## src/rtl/pipe_adder_pkg.sv

```systemverilog
// Shared defaults and derived constants for the segmented pipelined adder.
package pipe_adder_pkg;

  localparam int DEFAULT_WIDTH = 16;
  localparam int DEFAULT_SEG   = 8;

  function automatic int calcNseg(input int width, input int seg);
    return width / seg;
  endfunction

endpackage

```

## src/rtl/add_slice.sv

```systemverilog
// One SEG-bit ripple segment: sum, carry out, and the carry flowing into its MSB
// (the latter is what the final stage needs for signed overflow).
module add_slice
  import pipe_adder_pkg::*;
#(
  parameter int SEG = DEFAULT_SEG
) (
  input  logic [SEG-1:0] a_i,
  input  logic [SEG-1:0] b_i,
  input  logic           ci_i,
  output logic [SEG-1:0] s_o,
  output logic           co_o,
  output logic           cmsb_o
);

  assign {co_o, s_o} = {1'b0, a_i} + {1'b0, b_i} + {{SEG{1'b0}}, ci_i};

  // Carry into the MSB is recovered from the MSB's own sum bit and operands.
  assign cmsb_o = a_i[SEG-1] ^ b_i[SEG-1] ^ s_o[SEG-1];

endmodule

```

## src/rtl/pipe_adder.sv

```systemverilog
// Carry-segmented pipelined adder/subtractor: one SEG-bit segment per stage,
// with valid/ready flow control where every stage advances together.
module pipe_adder
  import pipe_adder_pkg::*;
#(
  parameter int WIDTH = DEFAULT_WIDTH,
  parameter int SEG   = DEFAULT_SEG
) (
  input  logic             clk,
  input  logic             rst,
  input  logic             in_valid,
  output logic             in_ready,
  input  logic [WIDTH-1:0] a,
  input  logic [WIDTH-1:0] b,
  input  logic             cin,
  input  logic             sub,
  output logic             out_valid,
  input  logic             out_ready,
  output logic [WIDTH-1:0] sum,
  output logic             cout,
  output logic             ovf
);

  localparam int NSEG = calcNseg(WIDTH, SEG);

  if (SEG < 1 || (WIDTH % SEG) != 0) begin : gBadParams
    $error("pipe_adder: WIDTH (%0d) must be a positive multiple of SEG (%0d)", WIDTH, SEG);
  end

  logic                       adv;
  logic [NSEG-1:0]            valid_q, valid_d;
  logic [NSEG-1:0]            carry_q, carry_d;
  logic [NSEG-1:0]            cmsbVec;
  logic [NSEG-1:0][WIDTH-1:0] opA_q, opA_d;
  logic [NSEG-1:0][WIDTH-1:0] opB_q, opB_d;
  logic [NSEG-1:0][WIDTH-1:0] sum_q, sum_d;
  logic                       ovf_q, ovf_d;
  logic                       unusedBits;

  assign adv = !valid_q[NSEG-1] | out_ready;

  // Stage k adds segment k; operands travel whole so later segments stay aligned.
  for (genvar k = 0; k < NSEG; k++) begin : gStage
    logic [WIDTH-1:0] stA, stB, stS, mergedS;
    logic             stC, stV;
    logic [SEG-1:0]   segS;
    logic             segCo, segCmsb;

    if (k == 0) begin : gFirst
      assign stA = a;
      assign stB = sub ? ~b : b;
      assign stC = sub | cin;
      assign stS = '0;
      assign stV = in_valid;
    end else begin : gNext
      assign stA = opA_q[k-1];
      assign stB = opB_q[k-1];
      assign stC = carry_q[k-1];
      assign stS = sum_q[k-1];
      assign stV = valid_q[k-1];
    end

    add_slice #(.SEG(SEG)) uSlice (
      .a_i    (stA[k*SEG +: SEG]),
      .b_i    (stB[k*SEG +: SEG]),
      .ci_i   (stC),
      .s_o    (segS),
      .co_o   (segCo),
      .cmsb_o (segCmsb)
    );

    always_comb begin
      mergedS                = stS;
      mergedS[k*SEG +: SEG]  = segS;
    end

    assign opA_d[k]   = stA;
    assign opB_d[k]   = stB;
    assign sum_d[k]   = mergedS;
    assign carry_d[k] = segCo;
    assign valid_d[k] = stV;
    assign cmsbVec[k] = segCmsb;
  end

  assign ovf_d = cmsbVec[NSEG-1] ^ carry_d[NSEG-1];

  // The last stage's operand copies and the lower segments' MSB carries have no consumer.
  assign unusedBits = ^{opA_q[NSEG-1], opB_q[NSEG-1], cmsbVec};

  always_ff @(posedge clk) begin
    if (rst) begin
      valid_q <= '0;
      carry_q <= '0;
      sum_q   <= '0;
      opA_q   <= '0;
      opB_q   <= '0;
      ovf_q   <= 1'b0;
    end else if (adv) begin
      valid_q <= valid_d;
      carry_q <= carry_d;
      sum_q   <= sum_d;
      opA_q   <= opA_d;
      opB_q   <= opB_d;
      ovf_q   <= ovf_d;
    end
  end

  assign in_ready  = adv;
  assign out_valid = valid_q[NSEG-1];
  assign sum       = sum_q[NSEG-1];
  assign cout      = carry_q[NSEG-1];
  assign ovf       = ovf_q;

endmodule

```

## config.mk

```make
export PLATFORM = sky130hd
export DESIGN_NAME = pipe_adder
export DESIGN_NICKNAME = d
export VERILOG_FILES = /design/src/rtl/pipe_adder_pkg.sv /design/src/rtl/add_slice.sv /design/src/rtl/pipe_adder.sv
export SDC_FILE = /design/constraint.sdc
export NUM_CORES = 1
export LEC_CHECK = 0
export BUFFER_PORTS_ARGS = -buffer_cell sky130_fd_sc_hd__buf_2
export CAP_MARGIN = 20
export CORE_AREA = 2 2 72 74
export CTS_BUF_LIST = sky130_fd_sc_hd__clkbuf_16
export CTS_CLUSTER_DIAMETER = 120
export CTS_CLUSTER_SIZE = 40
export DETAILED_ROUTE_END_ITERATION = 12
export DIE_AREA = 0 0 74 76
export HOLD_SLACK_MARGIN = 0.1
export PLACE_DENSITY = 0.79
export RECOVER_POWER = 100
export SYNTH_ARGS = -nofsm -noshare
export SYNTH_HDL_FRONTEND = slang
export SYNTH_HIERARCHICAL = 1
export SYNTH_SLANG_ARGS = --single-unit
```

## constraint.sdc

```tcl
create_clock -name clk -period 2.9 [get_ports clk]
set_input_delay 0.145 -clock clk [delete_from_list [all_inputs] [get_ports clk]]
set_output_delay 0.145 -clock clk [all_outputs]
set_load 0.005 [all_outputs]
```

# --- Yosys cells after proc, flatten, opt, wreduce, memory -nomap -nowiden ---
# Cells that the tools add are included.
# W data, S select, Z words.
totals:
  register_bits: 61
  input_bits: 38
  output_inout_bits: 20
  wordCells: 19
op_classes:
  n_addsub: 4
  mux: 1
  n_bitwise: 6
  reduce_logical: 1
op_table:
  columns: ["cell", "count"]
  rows:
  - ["$add A8 B8 Y9", 2]
  - ["$add A9 B1 Y9", 2]
  - ["$mux W16", 1]
  - ["$not A16 Y16", 1]
  - ["$xor A1 B1 Y1", 3]
  - ["$or A1 B1 Y1", 2]
  - ["$logic_not A1 Y1", 1]

# --- Depth between registers and ports, before layout ---
logic_depth:
  depth_word: 4
  mapped_depth: 10
  mapped_depth_nobuf: 8

# --- By module ---
# The synthesis kept the hierarchy.
modules_own_cells:
  columns: ["module", "instances", "cells_each", "area_each_um2", "seq_area_each_um2"]
  rows:
  - ["pipe_adder", 1, 206, 1834.3, 900.9]
  - ["add_slice", 2, 43, 364.1, 0.0]

# --- Worst setup path after synthesis ---
# OpenSTA, ideal clock, no wires.
synth_path:
  path_type: "input-to-reg"
  from: "input port sub"
  to: "register sum_q (netlist bit gStage[1].stS[6])"
  setup_ps: 70
  arrival_time_ps: 2136
  required_ps: 2830
  setup_slack_ps: 694
  stages: 10
  path_buffers: 2
  path_cell_list: "buf_6 > buf_8 > or2_2 > fa_1 > fa_1 > a21oi_1 > o21a_1 > xnor2_1 > nand2_1 > a21oi_1"
synth_between:
  elab_cells_between_ends: 4
  cone_classes: "add/sub (2); mux (1); bitwise (1)"
synth_lines:
  columns: ["element", "line", "text"]
  rows:
  - ["from (decl)", "pipe_adder.sv:16", "input logic sub,"]
  - ["$or A1 B1 Y1", "pipe_adder.sv:52", "assign stC = sub | cin;"]
  - ["named net gStage[0].stC", "pipe_adder.sv:45", "logic stC, stV;"]
  - ["$add A9 B1 Y9", "add_slice.sv:16", "assign {co_o, s_o} = {1'b0, a_i} + {1'b0, b_i} + {{SEG{1'b0}}, ci_i};"]
  - ["named net gStage[0].segS[6]", "pipe_adder.sv:46", "logic [SEG-1:0] segS;"]
  - ["to (signal assigned)", "pipe_adder.sv:101", "sum_q <= sum_d;"]
  - ["to (decl)", "pipe_adder.sv:36", "logic [NSEG-1:0][WIDTH-1:0] sum_q, sum_d;"]
# The timed path passes the listed nets, and every way through them passes these cells.
# A chain may end at the register's enable or synchronous reset.

# --- Final worst setup path ---
layout_path:
  from: "input port sub"
  to: "register sum_q (netlist bit gStage[1].stS[7])"
layout_between:
  elab_chain_len: 3
  elab_cells_between_ends: 4
  cone_classes: "add/sub (2); mux (1); bitwise (1)"
layout_rtl:
  columns: ["element", "line", "text"]
  rows:
  - ["$mux W16", "pipe_adder.sv:51", "assign stB = sub ? ~b : b;"]
  - ["named net gStage[0].stB[4]", "pipe_adder.sv:44", "logic [WIDTH-1:0] stA, stB, stS, mergedS;"]
  - ["$add A8 B8 Y9", "add_slice.sv:16", null]
  - ["$add A9 B1 Y9", "add_slice.sv:16", null]
  - ["named net gStage[0].segS[7]", "pipe_adder.sv:46", null]
# The timed path passes the listed nets, and every way through them passes these cells.

==> summary.md <==
| Metric | Value |
|---|---|
| Cells after DPL | 403 |
| Area Growth Syn to Fin | 12.8% |
| Worst Path Required | 3.03 ns |
| Cells after Synth | 290 |
| Fin. max-slew vios | 0 |
| Startpoint Class | primary input |
| RSZ-0062 raised after global routing | no |
| Row Count | 26 |
| Critical path peak fanout | 11 |
| Worst VDD drop | 0.000262 V |
| DRT iter0 DRCs | 179 |
| Clk pwr share | 31.4% |
| Ratio of cells with drive above 1 in the final layout | 22.1% |
| Switching portion of total power | 27.9% |
| Global-route wire length before repair | 8470 µm |
| Finished Cell Area | 2870 µm² |
| Placer Congestion | 0.822 |
| GR Util met1 | 26.3% |
| GRT Total Usage | 18.9% |
| Hold_buf cts | 0 |
| Max stage delay cell, worst path | clkbuf_1 |
| CTS Sinks | 45 |
| Commonest cells after routing, fill and taps aside | nand2_1, buf_2, dfxtp_1, a21oi_1, ha_1 |
| Mean Syn Cell Area | 8.79 µm² |
| Busiest grt layer | met2 |
| Antenna Cells | 0 |
| Met2 Track Usage GR | 28.1% |
| Non-filler cells, final | 410 |
| Max Clk Rate | 438 MHz |
| Leak | 1.29 nW |
| Worst reg2reg setup slack | 0.65 ns |
| Routed Antenna Nets | 0 |
| Hold path cells | 3 |
| Sequential Power Share | 44.4% |
| Final Hold Viols | 0 |
| Critical path class | in2reg |
| Post-place instance area | 2790 µm² |
| Critical-path cell list | clkbuf_1, buf_4, xor2_1, ha_1, a21o_1, a21oi_1, o221ai_1, a311o_1, nand2_1, a21oi_1 |
| Pwr per Cell Area | 570 nW/µm² |
| Sw Pwr | 0.000457 W |
| Cts repair resizes | 0 |
| CP arrival | 2.41 ns |
| Total nets after synthesis | 346 |
| DRT Pass-1 Iters | 4 |
| IO Port Bufs | 57 |
| DRC | 0 |
| Final nets | 396 |
| Vias | 2105 |
| Ports | 58 |
| Vias in the first global route | 1901 |
| Most used cell, CP | a21oi_1 |
| Final cycle utilization of the critical path | 78.7% |
| Worst setup EP type | flip-flop |
| Hold WS | 0.110 ns |
| Syn Std Cell Area | 2550 µm² |
| Worst-Margin Slew | 0.853 ns |
| H-Tree Depth | 2 |
| Ys Warns | 6 |
| Initial Utilization | 51.9% |
| Worst R2R Path Depth | 7 |
| Placeable core area | 4910 µm² |
| Final setup viols | 0 |
| CTS max path bufs | 2 |
| TNS Setup | 0 ns |
| Post-DP HPWL | 3580 µm |
| CTS clk-pin slew, worst paths | 0.06 ns |
| Routed WL | 4850 µm |
| Gr ovfl total | 0 |
| Die area | 5620 µm² |
| Crit-path max cell delay | 0.54 ns |
| Status | finished clean |
| Hold Crit Class | in2reg |
| R2R Path Start | gStage[1].stA[8] |
| Max-cap viol count | 0 |
| Clk_lat worst skew | 0.28 ns |
| Commonest non-fill, non-tap cell in the layout | nand2_1 |
| Comb pwr share | 24.3% |
| Hold_sp | a[11] |
| Fin crit period | 2.28 ns |
| Met3 global-route usage | 3.57% |
| Hold Path Sink | gStage[1].stA[11] |
| Initial antenna violation count | 0 |
| Drt via density | 5.13 |
| CTS Buf Count | 5 |
| CTS tree | done |
| Die width | 74 µm |
| Reg2reg end | ovf |
| Clock tree root buffer cell | clkbuf_16 |
| Routed length per instance | 11.8 µm |
| Post-CTS Setup Bufs | 0 |
| Die Ht | 76 µm |
| Clock Skews | 0.00373 ns |
| Slew HR | 43.1% |
| Critical path origin | sub |
| Internal power | 0.00118 W |
| Largest net degree at the start of global routing | 55 |
-- flip-flops by register name (all words and copies together) (netlist names) --
| register | count |
|---|---|
| carry_q | 2 |
| gStage.stA | 8 |
| gStage.stB | 8 |
| gStage.stS | 8 |
| ovf | 1 |
| sum | 16 |
| valid_q | 2 |
-- per-layer routing --
layer,wire (µm),up-vias
met4,113,0
met2,2180,53
li1,-,1088
met5,0,-
met1,2350,953
met3,200,11
-- power groups by stage --
| stage | logic, W | registers [W] | clock network (W) |
|---|---|---|---|
| after global routing | 0.000453 | 0.000736 | 0.000552 |
| final | 0.000397 | 0.000727 | 0.000514 |
| after detailed placement | 0.000407 | 0.000741 | 0 |
| after floorplan | 0.000307 | 0.000737 | 0 |
| after global placement | 0.000398 | 0.000739 | 0 |
| after CTS | 0.000411 | 0.000728 | 0.000529 |
-- through the flow --
step | setup slack (ns) | power [W] | util (%)
global route | 0.394 | 0.00174 | 58.5
CTS | 0.697 | 0.00167 | 59.5
finish | 0.619 | 0.00164 | 58.5
detailed placement | 0.592 | 0.00115 | 56.8
global placement | 0.647 | 0.00114 | 56.8
floorplan | 0.694 | 0.00104 | -
-- layout make-up --
type / instances / area (µm²)
clock buffers: 5 / 125
clock inverters: 2 / 7.51
flip-flops and latches: 45 / 901
well taps: 70 / 87.6
inverters: 9 / 46.3
fillers: 450 / 2040
multi-input cells: 220 / 1420
repair buffers: 59 / 289
-- how the worst max path moves through the flow --
stage                        to
2_1_floorplan  gStage[1].stS[6]
3_3_place_gp   gStage[1].stS[6]
3_5_place_dp   gStage[1].stS[6]
4_1_cts                     ovf
5_1_grt        gStage[1].stS[7]
6_report       gStage[1].stS[7]
-- critical path, delay by kind of cell --
kind                     cells  cell delay (ns)
adder cells (fa/ha/maj)      1             0.31
XOR/XNOR                     1             0.15
buffers and inverters        2             0.84
AND/OR/NAND/NOR              1             0.06
AO/OA/AOI/OAI                5             0.88
No activity file was read; power rests on OpenSTA's default activity.
